$ cat config.mk
export PLATFORM = sky130hd
export DESIGN_NAME = systolic_feeder_2x2_flat
export DESIGN_NICKNAME = d
export VERILOG_FILES = /design/src/rtl/systolic_feeder_2x2_if.sv /design/src/rtl/systolic_feeder_2x2.sv /design/src/flat_wrapper.sv
export SDC_FILE = /design/constraint.sdc
export NUM_CORES = 1
export LEC_CHECK = 0
export ABC_AREA = 1
export CELL_PAD_IN_SITES_DETAIL_PLACEMENT = 1
export CELL_PAD_IN_SITES_GLOBAL_PLACEMENT = 1
export CORE_ASPECT_RATIO = 0.7
export CORE_MARGIN = 3
export CORE_UTILIZATION = 33
export CTS_CLUSTER_DIAMETER = 80
export DETAILED_ROUTE_END_ITERATION = 16
export GPL_ROUTABILITY_DRIVEN = 1
export PLACE_DENSITY = 0.83
export SLEW_MARGIN = 40
export SYNTH_ARGS = -nofsm -noshare
export SYNTH_HDL_FRONTEND = slang
export SYNTH_SLANG_ARGS = --single-unit
export TNS_END_PERCENT = 30
$ cat constraint.sdc
create_clock -name clk -period 1.1 [get_ports clk]
set_clock_uncertainty 0.05 [all_clocks]
set_input_delay 0.22 -clock clk [delete_from_list [all_inputs] [get_ports clk]]
set_output_delay 0.22 -clock clk [all_outputs]
set_load 0.005 [all_outputs]
$ cat src/rtl/systolic_feeder_2x2_if.sv
// systolic_feeder_2x2_if: upstream set handshake
// one A/B matrix pair per valid/ready transfer
interface systolic_feeder_2x2_if #(
  parameter int DATA_WIDTH = 4
);
  logic                    s_valid;
  logic                    s_ready;
  logic [4*DATA_WIDTH-1:0] s_a;
  logic [4*DATA_WIDTH-1:0] s_b;

  modport master (
    output s_valid,
    output s_a,
    output s_b,
    input  s_ready
  );

  modport slave (
    input  s_valid,
    input  s_a,
    input  s_b,
    output s_ready
  );
endinterface

$ cat src/rtl/systolic_feeder_2x2.sv
// systolic_feeder_2x2: skews A/B sets onto the 2x2 array
// slot inputs, sets overlap at a 2-cycle issue period
module systolic_feeder_2x2 #(
  parameter int DATA_WIDTH = 4,
  parameter int TAIL       = 1
) (
  input  logic                  clk,
  input  logic                  rst,
  systolic_feeder_2x2_if.slave  s,
  output logic [DATA_WIDTH-1:0] a00,
  output logic [DATA_WIDTH-1:0] a01,
  output logic [DATA_WIDTH-1:0] a10,
  output logic [DATA_WIDTH-1:0] a11,
  output logic [DATA_WIDTH-1:0] b00,
  output logic [DATA_WIDTH-1:0] b01,
  output logic [DATA_WIDTH-1:0] b10,
  output logic [DATA_WIDTH-1:0] b11,
  output logic                  in_valid,
  output logic                  busy
);
  localparam int DW = DATA_WIDTH;
  localparam logic [2:0] TAIL_W = 3'(TAIL);

  // stage k valid = a set sits at issue offset k
  logic [4:0] v_q;
  logic [4:0] v_d;
  logic [2:0] tail_q;
  logic [2:0] tail_d;
  logic       ready_q;
  logic       acc;
  logic       mid_q;
  logic       mid_d;

  // data stages keep only fields still to be emitted
  logic [4*DW-1:0] q0_a;
  logic [DW-1:0]   q0_b00;
  logic [DW-1:0]   q0_b10;
  logic [DW-1:0]   q0_b11;
  logic [4*DW-1:0] q1_a;
  logic [DW-1:0]   q1_b11;
  logic [DW-1:0]   q2_a01;
  logic [DW-1:0]   q2_a10;
  logic [DW-1:0]   q2_a11;
  logic [DW-1:0]   q3_a11;

  logic [DW-1:0] a00_d;
  logic [DW-1:0] a01_d;
  logic [DW-1:0] a10_d;
  logic [DW-1:0] a11_d;
  logic [DW-1:0] b00_d;
  logic [DW-1:0] b01_d;
  logic [DW-1:0] b10_d;
  logic [DW-1:0] b11_d;

  assign s.s_ready = ready_q & ~rst;

  // next valids, tail count and slot values
  always_comb begin
    acc   = s.s_valid & s.s_ready;
    v_d   = {v_q[3:0], acc};
    mid_q = |v_q[4:2];
    mid_d = |v_d[4:2];
    if (mid_q)
      tail_d = TAIL_W;
    else if (tail_q != 3'd0)
      tail_d = tail_q - 3'd1;
    else
      tail_d = 3'd0;
    b01_d = acc    ? s.s_b[DW +: DW] : '0;
    b00_d = v_q[0] ? q0_b00 : '0;
    b10_d = v_q[0] ? q0_b10 : '0;
    b11_d = v_q[1] ? q1_b11 : '0;
    a00_d = v_q[1] ? q1_a[0 +: DW] : '0;
    a01_d = v_q[2] ? q2_a01 : '0;
    a10_d = v_q[2] ? q2_a10 : '0;
    a11_d = v_q[3] ? q3_a11 : '0;
  end

  // control state and registered array outputs
  always_ff @(posedge clk) begin
    if (rst) begin
      v_q      <= '0;
      tail_q   <= '0;
      ready_q  <= 1'b0;
      in_valid <= 1'b0;
      busy     <= 1'b0;
      a00      <= '0;
      a01      <= '0;
      a10      <= '0;
      a11      <= '0;
      b00      <= '0;
      b01      <= '0;
      b10      <= '0;
      b11      <= '0;
    end else begin
      v_q      <= v_d;
      tail_q   <= tail_d;
      ready_q  <= ~acc;
      in_valid <= mid_d | (tail_d != 3'd0);
      busy     <= (|v_d) | (tail_d != 3'd0);
      a00      <= a00_d;
      a01      <= a01_d;
      a10      <= a10_d;
      a11      <= a11_d;
      b00      <= b00_d;
      b01      <= b01_d;
      b10      <= b10_d;
      b11      <= b11_d;
    end
  end

  // data shift pipeline, qualified by the stage valids
  always_ff @(posedge clk) begin
    q0_a   <= s.s_a;
    q0_b00 <= s.s_b[0 +: DW];
    q0_b10 <= s.s_b[2*DW +: DW];
    q0_b11 <= s.s_b[3*DW +: DW];
    q1_a   <= q0_a;
    q1_b11 <= q0_b11;
    q2_a01 <= q1_a[DW +: DW];
    q2_a10 <= q1_a[2*DW +: DW];
    q2_a11 <= q1_a[3*DW +: DW];
    q3_a11 <= q2_a11;
  end
endmodule
$ cat src/flat_wrapper.sv
// flat-port wrapper written by rule: the top's interface ports become plain ports
module systolic_feeder_2x2_flat 
#(
  parameter int DATA_WIDTH = 4,
  parameter int TAIL       = 1
)
  (clk, rst, a00, a01, a10, a11, b00, b01, b10, b11, in_valid, busy, s_s_valid, s_s_a, s_s_b, s_s_ready);
  systolic_feeder_2x2_if #(.DATA_WIDTH(DATA_WIDTH)) s_i ();
  input  logic clk;
  input  logic rst;
  output logic [DATA_WIDTH-1:0] a00;
  output logic [DATA_WIDTH-1:0] a01;
  output logic [DATA_WIDTH-1:0] a10;
  output logic [DATA_WIDTH-1:0] a11;
  output logic [DATA_WIDTH-1:0] b00;
  output logic [DATA_WIDTH-1:0] b01;
  output logic [DATA_WIDTH-1:0] b10;
  output logic [DATA_WIDTH-1:0] b11;
  output logic in_valid;
  output logic busy;
  input wire logic [$bits(s_i.s_valid)-1:0] s_s_valid;
  input wire logic [$bits(s_i.s_a)-1:0] s_s_a;
  input wire logic [$bits(s_i.s_b)-1:0] s_s_b;
  output wire logic [$bits(s_i.s_ready)-1:0] s_s_ready;
  assign s_i.s_valid = s_s_valid;
  assign s_i.s_a = s_s_a;
  assign s_i.s_b = s_s_b;
  assign s_s_ready = s_i.s_ready;
  systolic_feeder_2x2 #(.DATA_WIDTH(DATA_WIDTH), .TAIL(TAIL)) u_core (.clk(clk), .rst(rst), .s(s_i), .a00(a00), .a01(a01), .a10(a10), .a11(a11), .b00(b00), .b01(b01), .b10(b10), .b11(b11), .in_valid(in_valid), .busy(busy));
endmodule
; Word-level counts from Yosys, hierarchy flattened
; Cells that the tools add are included.
[totals]
reg_bits = 107
in_bits = 35
output_inout_bits = 35
word_cells = 46
[classes]
add_sub_neg = 1
muxes = 2
bitwise_logic = 10
n_reduce_logical = 10
[op_table]
columns = op, n
row1 = 2-bit OR reduction, 5
row2 = 3-bit two-way mux, 2
row3 = 1-bit inverter, 6
row4 = 3-bit nonzero test, 2
row5 = 3-bit OR reduction, 2
row6 = 5-bit OR reduction, 1
row7 = 3-bit by 1-bit subtractor with 3-bit output (second input constant), 1
row8 = 1-bit bitwise AND, 2
row9 = 1-bit OR, 2

; Depth between registers and ports, before layout
; Gate-level depths: netlist of the first run.
[logic_depth]
ltp_word = 5
ltp_mapped = 7
mapped_depth_nobuf = 7

; Worst setup path after synthesis of the first run
; No wires, ideal clock.
[synth_path]
path_type = register to register
from = reg u_core.tail_q[0]
to = reg u_core.in_valid
setup_time_ns = 0.120
arrival_ns = 0.956
required_time_ns = 0.930
slack_ns = -0.026
path_stages_with_launch = 8
path_buffers = 0
synth_period_minus_slack_ns = 1.126
cell_sequence = dfxtp_1 nor2_2 inv_1 ha_1 inv_1 nand3_2 nor2_2 a21oi_1
[synth_between]
elab_chain_cells = 5
elab_cells_between_ends = 6
cone_classes = 1 x add/sub / 2 x mux / 1 x bitwise / 2 x reduce/logical
[synth_rtl]
columns = item, line
row1 = start: declaration, systolic_feeder_2x2.sv:27  ; logic [2:0] tail_q;
row2 = start signal: assignment, systolic_feeder_2x2.sv:97  ; tail_q <= tail_d;
row3 = 3-bit by 1-bit subtractor with 3-bit output or 3-bit nonzero test (tied branches), "systolic_feeder_2x2.sv:66, systolic_feeder_2x2.sv:65"
row4 = 3-bit two-way mux *, systolic_feeder_2x2.sv:65  ; else if (tail_q != 3'd0)
row5 = 3-bit two-way mux *, systolic_feeder_2x2.sv:63  ; if (mid_q)
row6 = 3-bit nonzero test *, systolic_feeder_2x2.sv:99  ; in_valid <= mid_d | (tail_d != 3'd0);
row7 = 1-bit OR *, systolic_feeder_2x2.sv:99
row8 = end signal: assignment, systolic_feeder_2x2.sv:99
row9 = end: declaration, systolic_feeder_2x2.sv:18  ; output logic in_valid,
; Every way passes the cells marked *; elsewhere a longest branch is shown, timed or not.
; A chain may end at the register's enable or synchronous reset.

; Final worst setup path of the first run
[layout_path]
from = reg u_core.tail_q[1]
to = reg u_core.in_valid
; Same word-level chain as after synthesis.

==> impl_metrics.toml, run 1 <==
[min_path]
min_from = "rst"
hold_path_end = "u_core.v_q[3]$_SDFF_PP0_"
worstHoldPathType = "in2reg"
whs_path_depth = 3

[final_layout]
layout.nets = 341
design_area_mm2 = 0.00373
drive_gt1_share_pct = 30.7
area_delta_synth_final_pct = 41.0
diodes = 0

[worst_setup_path]
r2r_slack_ns = -0.11
cp_slowest_stage_delay_ns = 0.34
cp_max_fo = 3
worstPathArrival_ns = 1.38
cp-end-kind = "flip-flop"
reg2regPathDepth = 7
crit_chain = "nor2_4 -> inv_2 -> ha_2 -> inv_2 -> nand3_2 -> nor2_4 -> a21oi_2"
path_class = "reg2reg"
cp-start-kind = "flip-flop"
cp.required_ns = 1.28
slowest_stage = "dfxtp_2"
r2r-start = "u_core.tail_q[1]$_SDFF_PP0_"
regToRegEndpoint = "u_core.in_valid$_SDFF_PP0_"

[synth]
synth_area_mm2 = 0.00265
ys_warn_count = 0
syn_inst = 217
yosysSeqAreaShare_pct = 81.0
syn-mean-instance-area_um2 = 12.2
synth_cell_type_count = 16
ys_seq_elements = 107
syn-num-nets = 254

[timing]
period_minus_slack_ns = 1.21
max_freq_mhz = 829
rsz0062_at_grt = "yes"
drv_slew = 0
max_slew.worst_pin.slew_ns = 0.233
relSlewSlack_pct = 84.5
hold_viol_final = 0
setup_ws_ns = -0.106
setup_viol = 4
period_share_pct = 110

[global_routing]
grt_pass1_vias = 1702
grt_max_degree = 19
grt_pass1_wl_um = 7920
overflow = 0
busiest_layer = "met2"
gr-usage-all-layers_pct = 11.6
antenna_found_initial = 0
grtUsageMet2_pct = 21.0
grtUsageMet3_pct = 5.81
grt.met1_usage_pct = 11.1

[route]
dr_total_vias = 1559
vias_per_cell = 3.83
drtAntennaViolNets = 0
drc = 0
post_drt_wl_per_cell_um = 11.7
wl_um = 4760
drt_iter0_markers = 11
first_pass_iters = 4

[floorplanning]
die_area_mm2 = 0.00914
chipWidth_um = 113
die_h_um = 80.9
row_count = 26
io_pins = 70
coreArea_mm2 = 0.00755
start_util_pct = 35.0

[clock_network]
clk_pin_slew_ns = 0.07
cts-hold-fix-buffers = 0
cts_buffer_depth = 2
cts_tree = "yes"
cts_buffers = 9
cts.sinks = 107
ctsRootBufferMaster = "clkbuf_16"
htreeDepth = 3
clkLatencyLatePin_ns = 0.33

[place]
io_buffers = 69
placed_cell_area_mm2 = 0.00351
gp_congestion = 0.710
detailedPlacementHpwl_um = 3340
place_ws_ns = -0.449

[run_status]
status = "finished with violations"
violations = "negative setup slack"

[power_and_ir_drop]
powerDensity_mw_per_mm2 = 2000
p_leak_nw = 1.81
peakVddDrop_mv = 0.933

[flow_run]
cap_violations = 0
==> how the worst max path moves through the flow <==
stage / startpoint / endpoint / slack, ns
after floorplan: u_core.tail_q[1]$_SDFF_PP0_ / u_core.in_valid$_SDFF_PP0_ / 0.001
after global placement: rst / s_s_ready / -0.43
after detailed placement: rst / s_s_ready / -0.45
after CTS: u_core.tail_q[0]$_SDFF_PP0_ / u_core.in_valid$_SDFF_PP0_ / -0.12
after global routing: u_core.tail_q[1]$_SDFF_PP0_ / u_core.in_valid$_SDFF_PP0_ / -0.16
final: u_core.tail_q[1]$_SDFF_PP0_ / u_core.in_valid$_SDFF_PP0_ / -0.11
==> cell families after synthesis <==
family	Yosys count	share of synthesized area, %
AND/OR/NAND/NOR	53	9.60
buffers and inverters	52	7.76
adder cells (fa/ha/maj)	2	0.946
AO/OA/AOI/OAI	3	0.710
flip-flops	107	81.0
==> registers in the layout, summed over array words and instances (netlist names), 3 cells and up <==
signal         cells
u_core.q1_b11      4
u_core.q3_a11      4
u_core.v_q         5
u_core.q0_a       16
u_core.b01         4
u_core.q0_b00      4
u_core.q2_a10      4
u_core.a01         4
u_core.q0_b10      4
u_core.b00         4
u_core.q0_b11      4
u_core.q1_a       16
u_core.tail_q      3
u_core.a10         4
u_core.a00         4
u_core.q2_a01      4
u_core.a11         4
u_core.b11         4
u_core.q2_a11      4
u_core.b10         4
==> Yosys cell counts (all sizes together) <==
cell,count,area (um^2)
buf,1,11.3
ha,2,25.0
a21oi,3,18.8
dfxtp,107,2140
nand3,4,37.5
nand2,6,25.0
nor2,43,191
inv,51,194
==> final cells by class <==
| cell class | instances | area (um^2) |
|---|---|---|
| fillers | 804 | 3820 |
| flip-flops and latches | 107 | 2160 |
| repair buffers | 77 | 612 |
| multi-input cells | 58 | 342 |
| clock buffers | 9 | 225 |
| inverters | 51 | 194 |
| well taps | 98 | 123 |
| clock inverters | 7 | 73.8 |
==> placed cells by master (no fill, tap or decap), types with 2 or more instances in the layout <==
master	instances
nand3_4	2
inv_2	5
nor2_1	35
buf_2	33
dfxtp_2	14
nand2_1	4
nor2_2	4
buf_4	5
clkinv_2	2
nand2_2	2
dfxtp_1	93
a21oi_2	2
clkdlybuf4s50_1	33
clkbuf_16	9
inv_1	45
nor2_4	4
inv_6	2
buf_12	2
==> routing by layer <==
layer  part of all wire, %  wire [um]  vias up
met3                   8.3        396        6
met2                    50       2390       49
li1                      -          -      790
met4                   1.1         53        0
met5                     0          0        -
met1                    40       1910      714
==> where the power goes <==
| part | total [mW] | switching [mW] | internal (mW) |
|---|---|---|---|
| logic | 0.261 | 0.0967 | 0.164 |
| registers | 4.06 | 0.0385 | 4.02 |
| clock network | 3.15 | 1.37 | 1.78 |
| total | 7.47 | 1.51 | 5.96 |
==> stage by stage <==
stage	hold slack [ns]	utilization [%]	std cells	total power [mW]	TNS (ns)
finish	0.238	49.4	407	7.47	-0.266
CTS	0.257	48.9	405	7.58	-0.453
global placement	0.260	46.5	388	4.40	-10.22
detailed placement	0.263	46.5	388	4.42	-10.93
global route	0.246	49.4	407	7.82	-0.579
floorplan	0.198	-	217	4.22	0
==> worst max-delay path, delay by kind of cell (launching register included) <==
family          cells  cell delay, ns
buf+inv             2            0.10
fa+ha+maj           1            0.16
flops               1            0.34
compound gates      1            0.07
simple gates        3            0.37
==> what timing repair did <==
item | 4_1_cts | 5_1_grt
pin swaps | 3 | 5
endpoints found under the setup margin | 38 | 25
setup buffers | 1 | 2
gates resized for setup | 151 | 13
Note: power is estimated with default switching activity, not from simulation.
==> run 2, diff against run 1 <==
--- a/config.mk
+++ b/config.mk
@@ -15,7 +15,7 @@
 export DETAILED_ROUTE_END_ITERATION = 16
 export GPL_ROUTABILITY_DRIVEN = 1
 export PLACE_DENSITY = 0.83
-export SLEW_MARGIN = 40
+export SLEW_MARGIN = 20
 export SYNTH_ARGS = -nofsm -noshare
 export SYNTH_HDL_FRONTEND = slang
 export SYNTH_SLANG_ARGS = --single-unit
==> results of run 2 <==
The final DEF is identical to that of run 1; final timing and power are the same.
